`config.mk`:
```
export PLATFORM = sky130hd
export DESIGN_NAME = uart_cmd_rx
export DESIGN_NICKNAME = d
export VERILOG_FILES = /design/src/rtl/uart_cmd_rx.sv
export SDC_FILE = /design/constraint.sdc
export NUM_CORES = 1
export LEC_CHECK = 0
export BUFFER_PORTS_ARGS = -buffer_cell sky130_fd_sc_hd__buf_2
export CELL_PAD_IN_SITES_DETAIL_PLACEMENT = 1
export CELL_PAD_IN_SITES_GLOBAL_PLACEMENT = 1
export CORE_MARGIN = 4
export CORE_UTILIZATION = 47
export DETAILED_ROUTE_END_ITERATION = 8
export GPL_TIMING_DRIVEN = 1
export PLACE_DENSITY = 0.76
export SYNTH_ARGS = -nofsm -noshare
export SYNTH_HDL_FRONTEND = slang
export SYNTH_SLANG_ARGS = --single-unit
```
`constraint.sdc`:
```
create_clock -name clk -period 2.5 [get_ports clk]
set_clock_uncertainty 0.05 [all_clocks]
set_input_delay 0 -clock clk [delete_from_list [all_inputs] [get_ports clk]]
set_output_delay 0 -clock clk [all_outputs]
set_load 0.02 [all_outputs]
```
`src/rtl/uart_cmd_rx.sv`:
```
// -----------------------------------------------------------------------------
// uart_cmd_rx
//   Serial command receiver for live PID gain tuning. Deserializes 8N1 bytes
//   from serial_rx, assembles 5-byte frames (HEADER, CMD, DHI, DLO, CHK with
//   CHK = CMD ^ DHI ^ DLO) and emits a one-cycle write strobe per accepted
//   frame, or a one-cycle error strobe per rejected frame/byte.
//
// Parameters
//   CLKS_PER_BIT : clocks per UART bit
//   TIMEOUT_CLKS : max idle clocks between bytes inside a frame
//   HEADER       : frame start byte
//
// Ports
//   clk        in   system clock
//   reset      in   synchronous, active-high
//   serial_rx  in   asynchronous serial line, idle high
//   cmd_valid  out  one-cycle strobe, frame accepted
//   cmd_addr   out  gain select (1 k_p, 2 k_i, 3 k_d), held
//   cmd_data   out  16-bit gain value, held
//   err_valid  out  one-cycle strobe, frame or byte rejected
//   err_code   out  0 framing, 1 checksum, 2 bad command, 3 timeout, held
// -----------------------------------------------------------------------------
module uart_cmd_rx #(
   parameter int          CLKS_PER_BIT = 1085,
   parameter int          TIMEOUT_CLKS = 43400,
   parameter logic [7:0]  HEADER       = 8'hA5
) (
   input  logic        clk,
   input  logic        reset,
   input  logic        serial_rx,
   output logic        cmd_valid,
   output logic [1:0]  cmd_addr,
   output logic [15:0] cmd_data,
   output logic        err_valid,
   output logic [1:0]  err_code
);

   localparam int HALF = CLKS_PER_BIT / 2;
   localparam int BCW  = $clog2(CLKS_PER_BIT + 1);
   localparam int TCW  = $clog2(TIMEOUT_CLKS + 1);

   localparam logic [BCW-1:0] HALF_LAST = BCW'(HALF - 1);
   localparam logic [BCW-1:0] BIT_LAST  = BCW'(CLKS_PER_BIT - 1);
   localparam logic [TCW-1:0] TO_LIMIT  = TCW'(TIMEOUT_CLKS);

   // --------------------------------------------------------------------------
   // Input synchronizer. rx_d is the previous rx_s, used for edge detection;
   // everything resets to the idle (high) level so no false edge after reset.
   // --------------------------------------------------------------------------
   logic sync1, rx_s, rx_d;

   always_ff @(posedge clk) begin
      if (reset) begin
         sync1 <= 1'b1;
         rx_s  <= 1'b1;
         rx_d  <= 1'b1;
      end else begin
         sync1 <= serial_rx;
         rx_s  <= sync1;
         rx_d  <= rx_s;
      end
   end

   // --------------------------------------------------------------------------
   // Bit receiver
   // --------------------------------------------------------------------------
   typedef enum logic [1:0] {B_IDLE, B_START, B_DATA, B_STOP} bstate_t;

   bstate_t        bstate, bstate_nxt;
   logic [BCW-1:0] bcnt, bcnt_nxt;
   logic [2:0]     bit_idx, bit_idx_nxt;
   logic [7:0]     shreg, shreg_nxt;
   logic           byte_rdy;
   logic           frame_err;

   always_ff @(posedge clk) begin
      if (reset) begin
         bstate  <= B_IDLE;
         bcnt    <= '0;
         bit_idx <= '0;
         shreg   <= '0;
      end else begin
         bstate  <= bstate_nxt;
         bcnt    <= bcnt_nxt;
         bit_idx <= bit_idx_nxt;
         shreg   <= shreg_nxt;
      end
   end

   always_comb begin
      bstate_nxt  = bstate;
      bcnt_nxt    = bcnt + 1'b1;
      bit_idx_nxt = bit_idx;
      shreg_nxt   = shreg;
      byte_rdy    = 1'b0;
      frame_err   = 1'b0;
      case (bstate)
         B_IDLE: begin
            bcnt_nxt    = '0;
            bit_idx_nxt = '0;
            // Requires a real 1->0 transition: after a framing error the line
            // may still be low, and we must see it return high first.
            if (rx_d && !rx_s) bstate_nxt = B_START;
         end
         B_START: begin
            if (bcnt == HALF_LAST) begin
               bcnt_nxt   = '0;
               bstate_nxt = rx_s ? B_IDLE : B_DATA;   // high here = glitch
            end
         end
         B_DATA: begin
            if (bcnt == BIT_LAST) begin
               bcnt_nxt    = '0;
               shreg_nxt   = {rx_s, shreg[7:1]};      // LSB first
               bit_idx_nxt = bit_idx + 1'b1;
               if (bit_idx == 3'd7) bstate_nxt = B_STOP;
            end
         end
         B_STOP: begin
            if (bcnt == BIT_LAST) begin
               bcnt_nxt   = '0;
               bstate_nxt = B_IDLE;
               if (rx_s) byte_rdy  = 1'b1;
               else      frame_err = 1'b1;
            end
         end
         default: bstate_nxt = B_IDLE;
      endcase
   end

   // --------------------------------------------------------------------------
   // Frame parser
   // --------------------------------------------------------------------------
   typedef enum logic [2:0] {P_HUNT, P_CMD, P_DHI, P_DLO, P_CHK} pstate_t;

   pstate_t        pstate, pstate_nxt;
   logic [7:0]     cmd_b, dhi_b, dlo_b;
   logic [TCW-1:0] tcnt;
   logic           timeout;
   logic           cmd_fire, err_fire;
   logic [1:0]     err_sel;

   // Timeout only fires when no byte completes in the same cycle; a byte
   // arriving exactly at the limit still counts as on time.
   assign timeout = (pstate != P_HUNT) && !byte_rdy && (tcnt == TO_LIMIT);

   always_comb begin
      pstate_nxt = pstate;
      cmd_fire   = 1'b0;
      err_fire   = 1'b0;
      err_sel    = 2'd0;
      if (frame_err) begin
         pstate_nxt = P_HUNT;
         err_fire   = 1'b1;
         err_sel    = 2'd0;
      end else if (timeout) begin
         pstate_nxt = P_HUNT;
         err_fire   = 1'b1;
         err_sel    = 2'd3;
      end else if (byte_rdy) begin
         case (pstate)
            P_HUNT: if (shreg == HEADER) pstate_nxt = P_CMD;
            P_CMD:  pstate_nxt = P_DHI;
            P_DHI:  pstate_nxt = P_DLO;
            P_DLO:  pstate_nxt = P_CHK;
            P_CHK: begin
               pstate_nxt = P_HUNT;
               if (shreg != (cmd_b ^ dhi_b ^ dlo_b)) begin
                  err_fire = 1'b1;
                  err_sel  = 2'd1;
               end else if (cmd_b inside {8'd1, 8'd2, 8'd3}) begin
                  cmd_fire = 1'b1;
               end else begin
                  err_fire = 1'b1;
                  err_sel  = 2'd2;
               end
            end
            default: pstate_nxt = P_HUNT;
         endcase
      end
   end

   always_ff @(posedge clk) begin
      if (reset) begin
         pstate    <= P_HUNT;
         cmd_b     <= '0;
         dhi_b     <= '0;
         dlo_b     <= '0;
         tcnt      <= '0;
         cmd_valid <= 1'b0;
         cmd_addr  <= '0;
         cmd_data  <= '0;
         err_valid <= 1'b0;
         err_code  <= '0;
      end else begin
         pstate    <= pstate_nxt;
         cmd_valid <= cmd_fire;
         err_valid <= err_fire;
         if (cmd_fire) begin
            cmd_addr <= cmd_b[1:0];
            cmd_data <= {dhi_b, dlo_b};
         end
         if (err_fire) err_code <= err_sel;

         if (byte_rdy) begin
            case (pstate)
               P_CMD:   cmd_b <= shreg;
               P_DHI:   dhi_b <= shreg;
               P_DLO:   dlo_b <= shreg;
               default: ;
            endcase
         end

         if (pstate == P_HUNT || byte_rdy || timeout || frame_err) tcnt <= '0;
         else                                                    tcnt <= tcnt + 1'b1;
      end
   end

endmodule

```
==> reports/qor.yml, run 1 <==
synth_top_family_by_area: "simple AND/OR/NAND/NOR gates"
syn_to_final_growth_pct: 10.38
finalPower_mw: 2.500
maxSlewViolCount: 0
fin_crit_sh_pct: 92.45
ys_seq_elements: 92
synth-simple-area-share_pct: 22.24
die_x_um: 103.1
cp.arrival_ps: 2480
drive_gt1_share_pct: 16.98
p_leak_nw: 1.573
coreArea_um2: 8763
yosysUniqueCellTypes: 53
synthXorXnorAreaFrac_pct: 9.676
synth_edf_count: 0
numCtsBuffers: 9
hold_path.class: "in2reg"
cts_setup_buffers: 0
htreeDepth: 3
antenna_found_initial: 0
vias: 3312
cts_tree: "done"
gp_congestion: 0.7945
tns_ps: 0
hold_viol: 0
cp-end-kind: "flop"
fin_cells: 591
via_per_inst: 5.604
relSlewSlack_pct: 58.08
crit_type: "reg2reg"
status: "finished clean"
io_pins: 25
finalCriticalPeriod_ps: 2311
fin_nets: 488
ant_nets: 0
track_usage_pct: 20.06
wirelength_mm: 9.565
mostFrequentLayoutCell: "dfxtp_1"
clk_path_buf_depth: 2
mostFrequentLayoutCells: "dfxtp_1, nor2_1, a21oi_1"
wire_per_inst_um: 16.18
vdd_ir_drop_max_mv: 0.2339
synth_flop_cell: "dfxtp_1"
worstPathRequired_ps: 2670
crit_path_start_kind: "flop"
place_hpwl_mm: 6.683
initial_core_util_pct: 48.54
antenna-diode-count: 0
cts.sinks: 92
finalSetupViolations: 0
synth_fa_ha_area_share_pct: 2.059
numPortBuffers: 24
cts.root.buffer_cell: "clkbuf_8"
ys_seq_area_share_pct: 43.29
clkLatencyLatePin_ps: 370
grt.overflow.total: 0
timing.hold.ws_ps: 308.3
rows: 34
die-area_um2: 10640
grt_max_degree: 61
first_iter_violations: 95
power_density_nw_per_um2: 532.3
grt_pass1_vias: 3383
crit_start: "bcnt[2]$_SDFF_PP0_"
syn_avg_cell_area_um2: 9.350
worstReg2RegStart: "bcnt[2]$_SDFF_PP0_"
synth_cells: 455
drv_cap: 0
place_inst: 573
netlist_area_um2: 4254
synth_compound_area_share_pct: 11.68
tightest_slew_ps: 628.8
worstHoldStart: "serial_rx"
yosysWarnings: 0
synthesis.nets: 465
cp_max_fo: 19
muxShareOfSynthArea_pct: 6.118
grt_pass1_wl_mm: 16.85
clkSlewWorstSetupHoldPaths_ps: 90
rsz0062_at_grt: "false"
firstDrtPassIters: 4
die-height_um: 103.1
drc_errors: 0
synthArstFlopShare_pct: 0
fmax_mhz: 432.6
-- through the flow --
step | util [%] | setup slack, ps | area [um2]
2_1_floorplan | - | 527.2 | 4254
5_1_grt | 53.58 | 33.01 | 4696
3_3_place_gp | 51.16 | 309.9 | 4483
6_report | 53.58 | 188.6 | 4696
4_1_cts | 53.58 | 192.7 | 4696
3_5_place_dp | 51.16 | 220.4 | 4483
-- cells in the mapped netlist (all sizes together) (2+ instances only) --
cell | number | area, um2
a211oi | 2 | 15.01
a21oi | 33 | 165.2
a22oi | 2 | 15.01
and3 | 7 | 45.05
and4 | 3 | 26.28
buf | 13 | 97.58
clkbuf | 19 | 75.07
dfxtp | 92 | 1842
ha | 7 | 87.58
inv | 10 | 37.54
mux2i | 26 | 260.3
nand2 | 28 | 105.1
nand3 | 10 | 55.05
nand4 | 25 | 171.4
nor2 | 65 | 244.0
nor3 | 9 | 67.56
nor3b | 2 | 15.01
nor4 | 5 | 37.53
nor4b | 2 | 32.53
nor4bb | 3 | 30.03
o21ai | 3 | 15.01
o31ai | 21 | 225.2
or2 | 3 | 18.77
or3 | 2 | 12.51
or4 | 2 | 15.01
or4b | 2 | 20.02
xnor2 | 30 | 262.8
xor2 | 17 | 148.9
-- kinds of logic after synthesis --
group | count (synthesis)
simple gates | 173
flops | 92
compound gates | 68
xor+xnor | 47
buf+inv | 42
mux | 26
fa+ha+maj | 7
-- state kept, by name, indices dropped and copies added, names as in the netlist, 2 cells and up, named ones only --
name and count:
cmd_data 16, bit_idx 3, cmd_b 8, tcnt 16
bcnt 11, err_code 2, dlo_b 8, pstate 3
dhi_b 8, shreg 8, cmd_addr 2
-- layout make-up --
class	instances	area, um2
Timing Repair Buffer	44	275.3
Multi-Input combinational cell	321	2213
Clock inverter	6	65.06
Fill cell	1035	4068
Tap cell	108	135.1
Clock buffer	10	127.6
Inverter	10	37.54
Sequential cell	92	1842
-- worst max-delay path, cell delays in order (launching register included) --
cell     delay (ps)
dfxtp_1         410
and4_1          420
nand4_4         280
or3_1           440
buf_4           230
o31ai_1         230
a21oi_1          90
-- final timing paths --
check	end	slack, ps	cells after the start
worst max-delay path	cmd_data[13]$_SDFFE_PP0P_	190	6
worst min register to register	rx_s$_SDFF_PP1_	370	1
worst max register to register	cmd_data[13]$_SDFFE_PP0P_	190	6
worst min-delay path	sync1$_SDFF_PP1_	310	3
-- repair_timing --
action,CTS,global route
gates resized for setup,0,0
hold buffers,2,0
endpoints found under the hold margin,6,0
-- report_power, final --
| part | total [mW] | internal [mW] | switching [mW] |
|---|---|---|---|
| combinational | 0.0358 | 0.0109 | 0.0250 |
| sequential | 1.47 | 1.47 | 0.00345 |
| clock | 0.993 | 0.460 | 0.533 |
-- layer usage --
| layer | routed length (um) | GRT usage [%] | vias up |
|---|---|---|---|
| met2 | 4564 | 33.45 | 38 |
| li1 | - | - | 1645 |
| met4 | 226 | 8.068 | 0 |
| met5 | 0 | 0 | - |
| met1 | 4512 | 26.09 | 1612 |
| met3 | 262 | 2.909 | 17 |
Power figures use the tool's default switching activity.
==> run 2: changes to the inputs <==
- CORE_UTILIZATION: 47 -> 49
- CTS_BUF_LIST: unset -> sky130_fd_sc_hd__clkbuf_4 sky130_fd_sc_hd__clkbuf_8
- PLACE_DENSITY: 0.76 -> 0.79
==> reports/qor.yml, run 2 (same netlist as run 1, synthesis figures left out) <==
htreeDepth: 3
tns_ps: 0
hold_path.class: "in2reg"
first_iter_violations: 99
grt_pass1_wl_mm: 16.31
cp_num_buf_inv: 1
drive_gt1_share_pct: 17.36
fin_nets: 489
slowest_stage: "or4b_1"
maxSlewViolCount: 0
drc_errors: 0
crit_type: "reg2reg"
hold_buffers: 2
finalCriticalPeriod_ps: 2304
layout.area.seq_um2: 1842
via_per_inst: 5.610
die-height_um: 101.2
die_x_um: 101.2
gp_congestion: 0.8037
slowest_delay_ps: 760
worstPathRequired_ps: 2660
hold_viol: 0
numCtsBuffers: 9
fmax_mhz: 434.0
rows: 33
cp-end-kind: "flop"
rsz0062_at_grt: "false"
fin_cells: 589
place_hpwl_mm: 6.929
cts.sinks: 92
finalPower_mw: 2.571
place_inst: 571
postCtsResizedCells: 0
fillCellCount: 963
wirelength_mm: 9.696
numPortBuffers: 24
clkLatencyLatePin_ps: 350
grt_pass1_vias: 3340
cts_tree: "done"
multi_input_area_um2: 2213
reg_top3: "cmd_data x16, tcnt x16, bcnt x11"
initial_core_util_pct: 51.01
io_pins: 25
clkSlewWorstSetupHoldPaths_ps: 80
ant_nets: 0
antenna-diode-count: 0
fin_crit_sh_pct: 92.17
crit_path_start_kind: "flop"
cp.arrival_ps: 2460
clk_path_buf_depth: 2
coreArea_um2: 8341
crit_family: "simple AND/OR/NAND/NOR gates"
track_usage_pct: 19.93
vias: 3304
relSlewSlack_pct: 59.54
cts_setup_buffers: 0
drv_cap: 0
p_leak_nw: 1.606
antenna_found_initial: 0
wire_per_inst_um: 16.46
grt.overflow.total: 0
vdd_ir_drop_max_mv: 0.3084
grt_max_degree: 61
path_cells: "inv_1 -> ha_1 -> and3b_1 -> nand4_4 -> or4b_1 -> nand2_1 -> a21oi_1"
die-area_um2: 10240
cp_max_fo: 14
mostFrequentLayoutCells: "dfxtp_1, nor2_1, a21oi_1"
status: "finished clean"
firstDrtPassIters: 4
tightest_slew_ps: 606.9
cts.root.buffer_cell: "clkbuf_8"
mostFrequentLayoutCell: "dfxtp_1"
power_density_nw_per_um2: 544.3
syn_to_final_growth_pct: 11.03
finalSetupViolations: 0
==> run 2: layout make-up <==
cell class / instances / area share (%)
clock inverters: 3 / 0.9272
well taps: 105 / 2.781
multi-input cells: 321 / 46.86
flip-flops and latches: 92 / 38.99
repair buffers: 45 / 5.987
clock buffers: 13 / 3.656
inverters: 10 / 0.7947
==> run 2: final timing paths <==
kind | startpoint | end | slack (ps) | cells after the start
worst max register to register | bcnt[0]$_SDFF_PP0_ | cmd_b[5]$_SDFFE_PP0P_ | 200 | 7
worst min register to register | sync1$_SDFF_PP1_ | rx_s$_SDFF_PP1_ | 370 | 1
worst max-delay path | bcnt[0]$_SDFF_PP0_ | cmd_b[5]$_SDFFE_PP0P_ | 200 | 7
worst min-delay path | serial_rx | sync1$_SDFF_PP1_ | 320 | 3
==> run 2: routing by layer <==
metal | track usage [%] | share of wire (%)
met5 | 0 | 0
met4 | 6.851 | 1.6
met3 | 2.893 | 2.3
met2 | 35.06 | 50
met1 | 24.89 | 46
==> run 2: power breakdown <==
part	switching, mW	total, mW	leakage [nW]	internal, mW
clock	0.507	1.06	0.113	0.557
combinational	0.0267	0.0387	0.752	0.0120
sequential	0.00215	1.47	0.741	1.47
==> run 2: metrics by stage <==
stage                     setup slack, ps  cell area, um2  hold slack, ps  utilization (%)
final                               195.8            4723           323.0            56.63
after global routing               0.4707            4723           350.5            56.63
after CTS                           206.8            4723           316.7            56.63
after detailed placement            209.8            4487           146.4            53.80
after global placement              288.7            4487           139.6            53.80
after floorplan                     527.2            4254           53.81                -
==> run 2: worst reg2reg max path, delay by kind of cell (launching register included) <==
kind / cells / cell delay, ps
AND/OR/NAND/NOR: 4 / 1430
flip-flops: 1 / 390
adder cells (fa/ha/maj): 1 / 130
buffers and inverters: 1 / 80
AO/OA/AOI/OAI: 1 / 80
==> run 3: changes to the inputs <==
==> constraint.sdc (replaced) <==
create_clock -name clk -period 2.5 [get_ports clk]
set_clock_uncertainty 0.05 [all_clocks]
set_input_delay 0.5 -clock clk [delete_from_list [all_inputs] [get_ports clk]]
set_output_delay 0.5 -clock clk [all_outputs]
set_load 0.02 [all_outputs]
==> reports/qor.yml, run 3 (same netlist as run 1, synthesis figures left out) <==
cp-end-kind: "flop"
first_iter_violations: 118
finalPower_mw: 2.549
grt_max_degree: 61
whs_path_depth: 2
drive_gt1_share_pct: 17.98
antenna_found_initial: 0
rsz0062_at_grt: "false"
worstPathRequired_ps: 2670
finalSetupViolations: 0
mostFrequentLayoutCell: "dfxtp_1"
vdd_ir_drop_max_mv: 0.3092
fin_crit_sh_pct: 89.33
tns_ps: 0
gp_congestion: 0.7961
crit_type: "reg2reg"
grt_pass1_wl_mm: 16.79
clkLatencyLatePin_ps: 360
slowest_delay_ps: 420
relSlewSlack_pct: 60.34
fin_nets: 489
hold_path.class: "in2reg"
wire_per_inst_um: 16.65
firstDrtPassIters: 4
p_leak_nw: 1.600
vias: 3305
reg_top3: "cmd_data x16, tcnt x16, bcnt x11"
path_cells: "and4_1 -> nand4_4 -> or3_1 -> buf_4 -> o31ai_1 -> a21oi_1"
initial_core_util_pct: 51.01
maxSlewViolCount: 0
grt_pass1_vias: 3417
worst_r2r_path_depth: 6
htreeDepth: 3
via_per_inst: 5.611
coreArea_um2: 8341
drc_errors: 0
place_hpwl_mm: 6.961
numCtsBuffers: 9
power_density_nw_per_um2: 539.4
crit_path_start_kind: "flop"
slowest_stage: "and4_1"
io_pins: 25
multi_input_area_um2: 2225
layout.area.seq_um2: 1842
track_usage_pct: 20.51
cp.arrival_ps: 2400
die_x_um: 101.2
ant_nets: 0
fillCellCount: 987
die-area_um2: 10240
antenna-diode-count: 0
drv_cap: 0
path_depth: 6
cp_max_fo: 19
crit_family: "simple AND/OR/NAND/NOR gates"
grt.overflow.total: 0
rows: 33
die-height_um: 101.2
wirelength_mm: 9.808
fmax_mhz: 447.8
syn_to_final_growth_pct: 11.06
cp_num_buf_inv: 1
status: "finished clean"
cts.root.buffer_cell: "clkbuf_8"
numPortBuffers: 24
clk_path_buf_depth: 2
tightest_slew_ps: 595.0
clkSlewWorstSetupHoldPaths_ps: 90
cts_tree: "done"
cts.sinks: 92
finalCriticalPeriod_ps: 2233
hold_viol: 0
mostFrequentLayoutCells: "dfxtp_1, nor2_1, a21oi_1"
-- run 3: layout make-up --
| cell class | instances | area share, % |
|---|---|---|
| multi-input cells | 321 | 47.09 |
| well taps | 105 | 2.781 |
| clock inverters | 3 | 0.9534 |
| flip-flops and latches | 92 | 38.98 |
| inverters | 10 | 0.7945 |
| clock buffers | 13 | 3.522 |
| repair buffers | 45 | 5.879 |
-- run 3: worst register-to-register path, stage by stage, from the launching register on --
cell and delay, ps:
dfxtp_1 410, and4_1 420, nand4_4 210, or3_1 420
buf_4 230, o31ai_1 260, a21oi_1 100
-- run 3: repair_timing --
| action | in CTS | in global routing |
|---|---|---|
| buffers inserted | 0 | 2 |
| setup endpoints to repair | 0 | 12 |
| hold buffers | 0 | 0 |
| gates resized for setup | 0 | 2 |
-- run 3: report_power, final --
group	switching, mW	internal, mW	total, mW
combinational	0.0241	0.00883	0.0329
clock	0.505	0.540	1.04
sequential	0.00391	1.47	1.47
total	0.533	2.02	2.55
-- run 3: final timing paths --
check / slack, ps / startpoint / endpoint
worst max-delay path: 270 / bcnt[2]$_SDFF_PP0_ / cmd_data[2]$_SDFFE_PP0P_
worst min-delay path: 270 / serial_rx / sync1$_SDFF_PP1_
worst max register to register: 270 / bcnt[2]$_SDFF_PP0_ / cmd_data[2]$_SDFFE_PP0P_
worst min register to register: 370 / sync1$_SDFF_PP1_ / rx_s$_SDFF_PP1_
-- run 3: per-stage QoR --
stage	util (%)	instances	setup WS (ps)	hold WS, ps	area, um2
CTS	56.33	587	132.0	258.2	4698
global route	56.65	589	35.48	245.7	4725
global placement	53.80	571	296.1	345.8	4487
finish	56.65	589	266.8	272.2	4725
floorplan	-	455	527.2	339.5	4254
detailed placement	53.80	571	212.5	348.4	4487
-- run 3: routing by layer --
layer / routed length (um) / part of all wire (%) / vias to the layer above / global-route usage [%]
li1: - / - / 1641 / -
met1: 4344 / 44 / 1605 / 24.80
met2: 5002 / 51 / 47 / 36.22
met3: 321 / 3.3 / 12 / 4.959
met4: 140 / 1.4 / 0 / 5.828
met5: 0 / 0 / - / 0
